$ cat config.mk
export PLATFORM = sky130hd
export DESIGN_NAME = mem_access_ctrl
export DESIGN_NICKNAME = d
export VERILOG_FILES = /design/src/rtl/mem_access_pkg.sv /design/src/rtl/wait_counter.sv /design/src/rtl/mem_access_ctrl.sv
export SDC_FILE = /design/constraint.sdc
export NUM_CORES = 1
export LEC_CHECK = 0
export ABC_AREA = 1
export CAP_MARGIN = 20
export CORE_MARGIN = 2
export CORE_UTILIZATION = 45
export CTS_CLUSTER_DIAMETER = 60
export CTS_CLUSTER_SIZE = 14
export DETAILED_ROUTE_END_ITERATION = 16
export DONT_BUFFER_PORTS = 1
export SLEW_MARGIN = 20
export SYNTH_ARGS = -nofsm -noshare
export SYNTH_HDL_FRONTEND = slang
export SYNTH_SLANG_ARGS = --single-unit
$ cat constraint.sdc
create_clock -name Clk -period 1.5 [get_ports Clk]
set_clock_uncertainty 0.1 [all_clocks]
set_input_delay 0 -clock Clk [delete_from_list [all_inputs] [get_ports Clk]]
set_output_delay 0 -clock Clk [all_outputs]
set_load 0.01 [all_outputs]
$ cat src/rtl/mem_access_pkg.sv
// rtl/mem_access_pkg.sv - shared state and operation encodings for the memory access controller
package mem_access_pkg;

  typedef enum logic [1:0] {
    IDLE,
    ACCESS,
    DONE
  } state_t;

  typedef enum logic {
    OP_RD,
    OP_WR
  } op_t;

endpackage

$ cat src/rtl/wait_counter.sv
// rtl/wait_counter.sv - saturating wait-cycle counter; hit flags the cycle whose increment reaches MAX
module wait_counter #(
  parameter int MAX = 15
) (
  input  logic clk,
  input  logic reset_n,
  input  logic clr,
  input  logic en,
  output logic hit
);

  localparam int CW     = (MAX > 0) ? $clog2(MAX + 1) : 1;
  localparam int HIT_AT = (MAX > 0) ? MAX - 1 : 0;

  logic [CW-1:0] cnt;

  always_ff @(posedge clk) begin
    if (!reset_n) begin
      cnt <= '0;
    end else if (clr) begin
      cnt <= '0;
    end else if (en && cnt != CW'(MAX)) begin
      cnt <= cnt + 1'b1;
    end
  end

  // MAX of zero disables the timeout entirely
  assign hit = (MAX > 0) && (cnt == CW'(HIT_AT));

endmodule

$ cat src/rtl/mem_access_ctrl.sv
// rtl/mem_access_ctrl.sv - MAR/MDR datapath with a single-outstanding read/write memory handshake
module mem_access_ctrl
  import mem_access_pkg::*;
#(
  parameter int W       = 16,
  parameter int AW      = 16,
  parameter int TIMEOUT = 15
) (
  input  logic          Clk,
  input  logic          Reset_n,
  input  logic [W-1:0]  BUS,
  input  logic          LD_MAR,
  input  logic          LD_MDR,
  input  logic          Rd_Start,
  input  logic          Wr_Start,
  input  logic          Mem_Ready,
  input  logic [W-1:0]  Mem_Rdata,
  output logic          Mem_Req,
  output logic          Mem_We,
  output logic [AW-1:0] Mem_Addr,
  output logic [W-1:0]  Mem_Wdata,
  output logic [AW-1:0] MAR,
  output logic [W-1:0]  MDR,
  output logic          Busy,
  output logic          Done,
  output logic          Err
);

  state_t state, state_nxt;
  op_t    op;
  logic   start;
  logic   cnt_clr, cnt_en, cnt_hit;

  assign start = Rd_Start || Wr_Start;

  wait_counter #(.MAX(TIMEOUT)) u_wait_counter (
    .clk     (Clk),
    .reset_n (Reset_n),
    .clr     (cnt_clr),
    .en      (cnt_en),
    .hit     (cnt_hit)
  );

  always_comb begin
    state_nxt = state;
    cnt_clr   = 1'b0;
    cnt_en    = 1'b0;
    case (state)
      IDLE: begin
        if (start) begin
          state_nxt = ACCESS;
          cnt_clr   = 1'b1;
        end
      end
      ACCESS: begin
        if (Mem_Ready) begin
          state_nxt = DONE;
        end else begin
          cnt_en = 1'b1;
          if (cnt_hit) state_nxt = DONE;
        end
      end
      DONE:    state_nxt = IDLE;
      default: state_nxt = IDLE;
    endcase
  end

  always_ff @(posedge Clk) begin
    if (!Reset_n) begin
      state <= IDLE;
      op    <= OP_RD;
      MAR   <= '0;
      MDR   <= '0;
      Err   <= 1'b0;
    end else begin
      state <= state_nxt;
      if (state == IDLE) begin
        if (LD_MAR) MAR <= BUS[AW-1:0];
        if (LD_MDR) MDR <= BUS;
        if (start) begin
          // read wins when both starts arrive together
          op  <= Rd_Start ? OP_RD : OP_WR;
          Err <= 1'b0;
        end
      end else if (state == ACCESS) begin
        if (Mem_Ready) begin
          if (op == OP_RD) MDR <= Mem_Rdata;
        end else if (cnt_hit) begin
          Err <= 1'b1;
        end
      end
    end
  end

  assign Mem_Req   = (state == ACCESS);
  assign Mem_We    = (state == ACCESS) && (op == OP_WR);
  assign Mem_Addr  = MAR;
  assign Mem_Wdata = MDR;
  assign Busy      = (state != IDLE);
  assign Done      = (state == DONE);

endmodule

==> flow_metrics.tcl, run 1 <==
set metrics [dict create \
    outcome "complete, no violations" \
    grt_pass1_vias 1883 \
    coreArea_sq_um 4660 \
    pwr-share-clk_pct 27.9 \
    ctsLongestPathBuffers 2 \
    synthToLayoutAreaGrowth_pct 15.3 \
    slew_headroom_pct 82.2 \
    postCtsSetupBuffers 0 \
    dieArea_sq_um 5320 \
    grt_busiest_layer "met2" \
    port_buffers 0 \
    synth_top_family_by_area "simple AND/OR/NAND/NOR gates" \
    crit_fanout 32 \
    ys_seq_area_share_pct 37.5 \
    setup_ws_ns 0.127 \
    max_cap_viol_count 0 \
    power.switching_w 0.000928 \
    grt_pass1_wl_mm 8.45 \
    routed-via-count 1936 \
    crit_path_end_kind "flip-flop" \
    hold_ws_ns 0.119 \
    initial_utilization_pct 45.9 \
    syn_inst 326 \
    cp_data_required_time_ns 1.58 \
    gr-usage-met3_pct 6.08 \
    diodes 0 \
    filler_cell_count 474 \
    leakagePower_nw 1.15 \
    seq_area_sq_um 801 \
    path_class "reg2reg" \
    dp_slack_ns 0.108 \
    synthMuxAreaShare_pct 0 \
    dp_hpwl_mm 3.41 \
    drt_first_pass_iters 4 \
    final_common_cell "nand2_1" \
    clock_latency_ns 0.29 \
    die_h_um 72.9 \
    cp.buffers_inverters 2 \
    syn_nets 367 \
    final_nets 371 \
    intPower_w 0.00185 \
    wl_mm 5.16 \
    timing.final.crit_period_ns 1.37 \
    hp-class "in2reg" \
    combPwrFrac_pct 22.3 \
    p_sw_share_pct 33.4 \
    power.density_nw_per_um2 1130 \
    grt_max_degree 37 \
    critPathLaunchType "flip-flop" \
    path_clk_slew_ns 0.08 \
    synthXorXnorAreaFrac_pct 0 \
    wl_per_cell_um 13.4 \
    critPathSlowestCell "dfxtp_1" \
    numCtsBuffers 5 \
    most-common-layout-cells "nand2_1, nor2_1, dfxtp_1" \
    cts_max_level 2 \
    synth_area_sq_um 2140 \
    layout-drive-gt1-share_pct 5.45 \
    setup_violations 0 \
    seq_power_share_pct 49.7 \
    numClockSinks 40 \
    crit_arrival_ns 1.46 \
    cts_root_buffer "clkbuf_8" \
    yosys.area_share.simple_pct 31.9 \
    globalRouteMet1Util_pct 22.4 \
    slowest_delay_ns 0.35 \
    io_pins 108 \
    path_delay_family "buffers and inverters" \
    antenna_left 0 \
    globalplace.congestion 0.741 \
    finalHoldViolations 0 \
    max-vdd-ir-drop_uv 586 \
    synth_compound_area_share_pct 9.31 \
    grt-ovfl-total 0 \
    syn_area_per_cell_sq_um 6.56 \
    finalCritPeriodShare_pct 91.5 \
    drv_slew 0 \
    synth_seq_cells 40 \
    tritoncts "yes" \
    initialDrtViolationCount 79 \
    multi_input_area_sq_um 923 \
    grt_util_met2_pct 37.7 \
    worstPathCellList "inv_1, nand4_1, buf_12, a21oi_1, nor2_1" \
    reg2reg_slack_ns 0.13 \
    netlist-cell-type-count 17 \
    grt_usage_pct 20.6 \
    synth_warnings 0 \
    tightest_slew_ns 0.267 \
    dieWidth_um 72.9 \
    fmax_ghz 0.728 \
    num_rows 25 \
    drc 0 \
    synthAdderAreaFrac_pct 1.17 \
    vias_per_cell 5.04 \
    antenna_found_initial 0 \
]
stage by stage:
| stage | std cells | utilization, % | TNS [ns] | cell area (sq um) | total power (W) |
|---|---|---|---|---|---|
| 6_report | 384 | 52.9 | 0 | 2460 | 0.00278 |
| 5_1_grt | 384 | 52.9 | -0.0178 | 2460 | 0.00297 |
| 4_1_cts | 383 | 52.2 | 0 | 2430 | 0.00279 |
| 3_5_place_dp | 338 | 41.8 | 0 | 1950 | 0.00191 |
| 3_3_place_gp | 338 | 41.8 | 0 | 1950 | 0.00190 |
| 2_1_floorplan | 326 | - | 0 | 2140 | 0.00194 |
sequential cells by signal, indices dropped and copies added, names as in the netlist:
register            cells
state                   2
MAR                    16
Err                     1
MDR                    16
op                      1
u_wait_counter.cnt      4
cells by family after synthesis:
group	after synthesis
simple gates	169
buf+inv	76
flops	40
compound gates	39
fa+ha+maj	2
tightest hold or removal path: stages:
cell and delay [ns]:
nand4_1 0.12, buf_12 0.19, a21oi_1 0.08, nor2_1 0.08
power by group through the flow:
stage	Sequential (W)	Clock (W)	Combinational [W]
5_1_grt	0.00141	0.000841	0.000724
2_1_floorplan	0.00133	0	0.000610
3_5_place_dp	0.00141	0	0.000501
3_3_place_gp	0.00141	0	0.000494
4_1_cts	0.00138	0.000794	0.000607
6_report	0.00138	0.000777	0.000621
path summary, 6_finish.rpt:
path | startpoint | cells past startpoint | endpoint
setup / recovery | state[1] | 5 | MDR[4]
hold / removal | Mem_Ready | 4 | MDR[9]
setup reg to reg | state[1] | 5 | MDR[4]
hold reg to reg | op | 2 | op
synth_stat cells:
library cell  number  area, sq um
ha_1               2         25.0
nand4_1            2         12.5
o21ai_0           17         85.1
o21ai_2            1         8.76
nand2_2            1         6.26
nand2_1           85          319
buf_1              2         7.51
nand2_4            1         11.3
dfxtp_1           40          801
a21oi_1           21          105
buf_4             37          278
nor2_2             1         6.26
buf_2              6         30.0
nor2_1            56          210
nand3_1           23          115
clkbuf_1           3         11.3
inv_1             28          105
metal layers:
layer	routed length, um	part of all wire [%]
met5	0	0
met3	324	6.3
met4	93	1.8
met2	2670	52
met1	2080	40
area by class of cell:
type                            instances  share of cell area, %
Tap cell                               54                   2.74
Sequential cell                        40                   32.5
Timing Repair Buffer                   45                   19.1
Inverter                               28                   4.27
Multi-Input combinational cell        210                   37.5
Clock buffer                            7                   3.91
what timing repair did:
item | CTS | global route
endpoints found under the setup margin | 0 | 28
endpoints found under the hold margin | 40 | 1
hold buffers | 38 | 1
resized for setup | 0 | 3
Note: power is estimated with default switching activity, not from simulation.
==> run 2, diff against run 1 <==
--- a/config.mk
+++ b/config.mk
@@ -7,7 +7,7 @@
 export LEC_CHECK = 0
 export ABC_AREA = 1
 export CAP_MARGIN = 20
-export CORE_MARGIN = 2
+export CORE_MARGIN = 1
 export CORE_UTILIZATION = 45
 export CTS_CLUSTER_DIAMETER = 60
 export CTS_CLUSTER_SIZE = 14
==> run 2 against run 1 <==
  * Via count is 2.6% lower
  * Critical path depth is 1 higher
  * Register-to-register slack better by 0.03 ns
  * Wire length is 3.0% lower
  * Non-clock buffer count is 1 lower
  * Combinational power is 3% lower
  * Highest routed layer unchanged
==> flow_metrics.tcl, run 2 (synthesis gave the netlist of run 1 again) <==
set metrics [dict create \
    coreArea_sq_um 4440 \
    met2_length_mm 2.62 \
    largest_registers "MAR (16), MDR (16), u_wait_counter.cnt (4)" \
    wl_met1_mm 2.01 \
    vias_per_cell 4.94 \
    drt_first_pass_iters 8 \
    dieWidth_um 70.9 \
    drv_slew 0 \
    critPathSlowestCell "dfxtp_1" \
    numClockSinks 40 \
    tritoncts "yes" \
    diodes 0 \
    path_class "reg2reg" \
    synthToLayoutAreaGrowth_pct 13.9 \
    worstPathCellList "inv_1, nand2_2, nand2_1, nand2_1, a21oi_1, nor2_1" \
    power.density_nw_per_um2 1120 \
    max-vdd-ir-drop_uv 750 \
    drc 0 \
    path_clk_slew_ns 0.08 \
    globalplace.congestion 0.719 \
    crit_end "MDR[8]" \
    antenna_found_initial 0 \
    antenna_left 0 \
    clock_latency_ns 0.28 \
    post-route-util_pct 54.8 \
    setup_tns_ns 0 \
    crit_fanout 17 \
    cp_data_required_time_ns 1.64 \
    r2r_cells 6 \
    grt_pass1_wl_mm 8.34 \
    topRoutingLayerUsed "met4" \
    routed-via-count 1886 \
    cts_root_buffer "clkbuf_8" \
    finalCritPeriodShare_pct 89.4 \
    crit_start "state[0]" \
    ctsLongestPathBuffers 2 \
    leakagePower_nw 1.14 \
    r2r_start "state[0]" \
    slew_headroom_pct 76.5 \
    rsz0062_at_grt "no" \
    fmax_ghz 0.746 \
    final_common_cell "nand2_1" \
    outcome "complete, no violations" \
    io_pins 108 \
    wl_met3_um 331 \
    place_area_sq_um 1950 \
    reg2reg_slack_ns 0.16 \
    crit_arrival_ns 1.48 \
    crit_path_end_kind "flip-flop" \
    wl_mm 5.01 \
    layout-drive-gt1-share_pct 5.76 \
    hp-class "in2reg" \
    numCtsBuffers 5 \
    cts_max_level 2 \
    rr_endpoint "MDR[8]" \
    initial_utilization_pct 48.1 \
    final_area_sq_um 2430 \
    final_nets 370 \
    grt_pass1_vias 1883 \
    num_rows 24 \
    filler_cell_count 419 \
    tightest_slew_ns 0.351 \
    initialDrtViolationCount 83 \
    max_cap_viol_count 0 \
    dp_hpwl_mm 3.34 \
    most-common-layout-cells "nand2_1, nor2_1, dfxtp_1" \
    dieArea_sq_um 5030 \
    wl_per_cell_um 13.1 \
    timing.final.crit_period_ns 1.34 \
    critPathLaunchType "flip-flop" \
    setup_violations 0 \
    grt_max_degree 37 \
    die_h_um 70.9 \
    grt_usage_pct 20.9 \
    grt-ovfl-total 0 \
    crit_path_frequent_cell "nand2_1" \
    port_buffers 0 \
    slowest_delay_ns 0.45 \
    finalHoldViolations 0 \
]
-- run 2: per-stage QoR --
| stage | hold slack (ns) | std cells | worst slack [ns] | total power, W |
|---|---|---|---|---|
| final | 0.0742 | 382 | 0.160 | 0.00273 |
| after detailed placement | 0.0294 | 336 | 0.129 | 0.00191 |
| after global placement | 0.0279 | 336 | 0.155 | 0.00190 |
| after CTS | 0.0784 | 382 | 0.121 | 0.00276 |
| after global routing | 0.133 | 382 | 0.00485 | 0.00292 |
| after floorplan | 0.0572 | 326 | 0.283 | 0.00194 |
-- run 2: how the worst min path moves through the flow --
stage | cells after the start | endpoint | from | slack (ns)
after CTS | 3 | MDR[10] | LD_MDR | 0.08
after global routing | 3 | MDR[14] | LD_MDR | 0.13
after floorplan | 3 | op | Rd_Start | 0.06
after global placement | 2 | op | Reset_n | 0.03
final | 3 | MDR[12] | LD_MDR | 0.07
after detailed placement | 2 | MDR[14] | Reset_n | 0.03
-- run 2: routing by layer --
metal	up-vias	track usage, %
met2	66	41.1
li1	978	-
met3	7	5.56
met4	0	6.00
met5	-	0
met1	835	21.3
-- run 2: timing repair --
| action | CTS | global route |
|---|---|---|
| hold endpoints to repair | 40 | 0 |
| hold buffers | 38 | 0 |
| endpoints found under the setup margin | 0 | 8 |
| setup buffers | 0 | 0 |
| gates resized for setup | 0 | 1 |
-- run 2: power breakdown --
| group | switching, W | internal [W] | total (W) |
|---|---|---|---|
| clock network | 0.000370 | 0.000367 | 0.000737 |
| logic | 0.000347 | 0.000258 | 0.000605 |
| registers | 0.000207 | 0.00118 | 0.00138 |
-- run 2: final cells by class --
type	count	area, sq um	share of cell area (%)
multi-input cells	210	910	37.4
inverters	28	105	4.32
clock inverters	2	10.0	0.411
repair buffers	44	460	18.9
well taps	52	65.1	2.67
clock buffers	6	82.6	3.39
flip-flops and latches	40	801	32.9
-- run 2: critical path: cells and delay by family, from the launching register on --
kind / cells / cell delay, ns
AO/OA/AOI/OAI: 1 / 0.04
buffers and inverters: 1 / 0.10
flip-flops: 1 / 0.45
AND/OR/NAND/NOR: 4 / 0.59
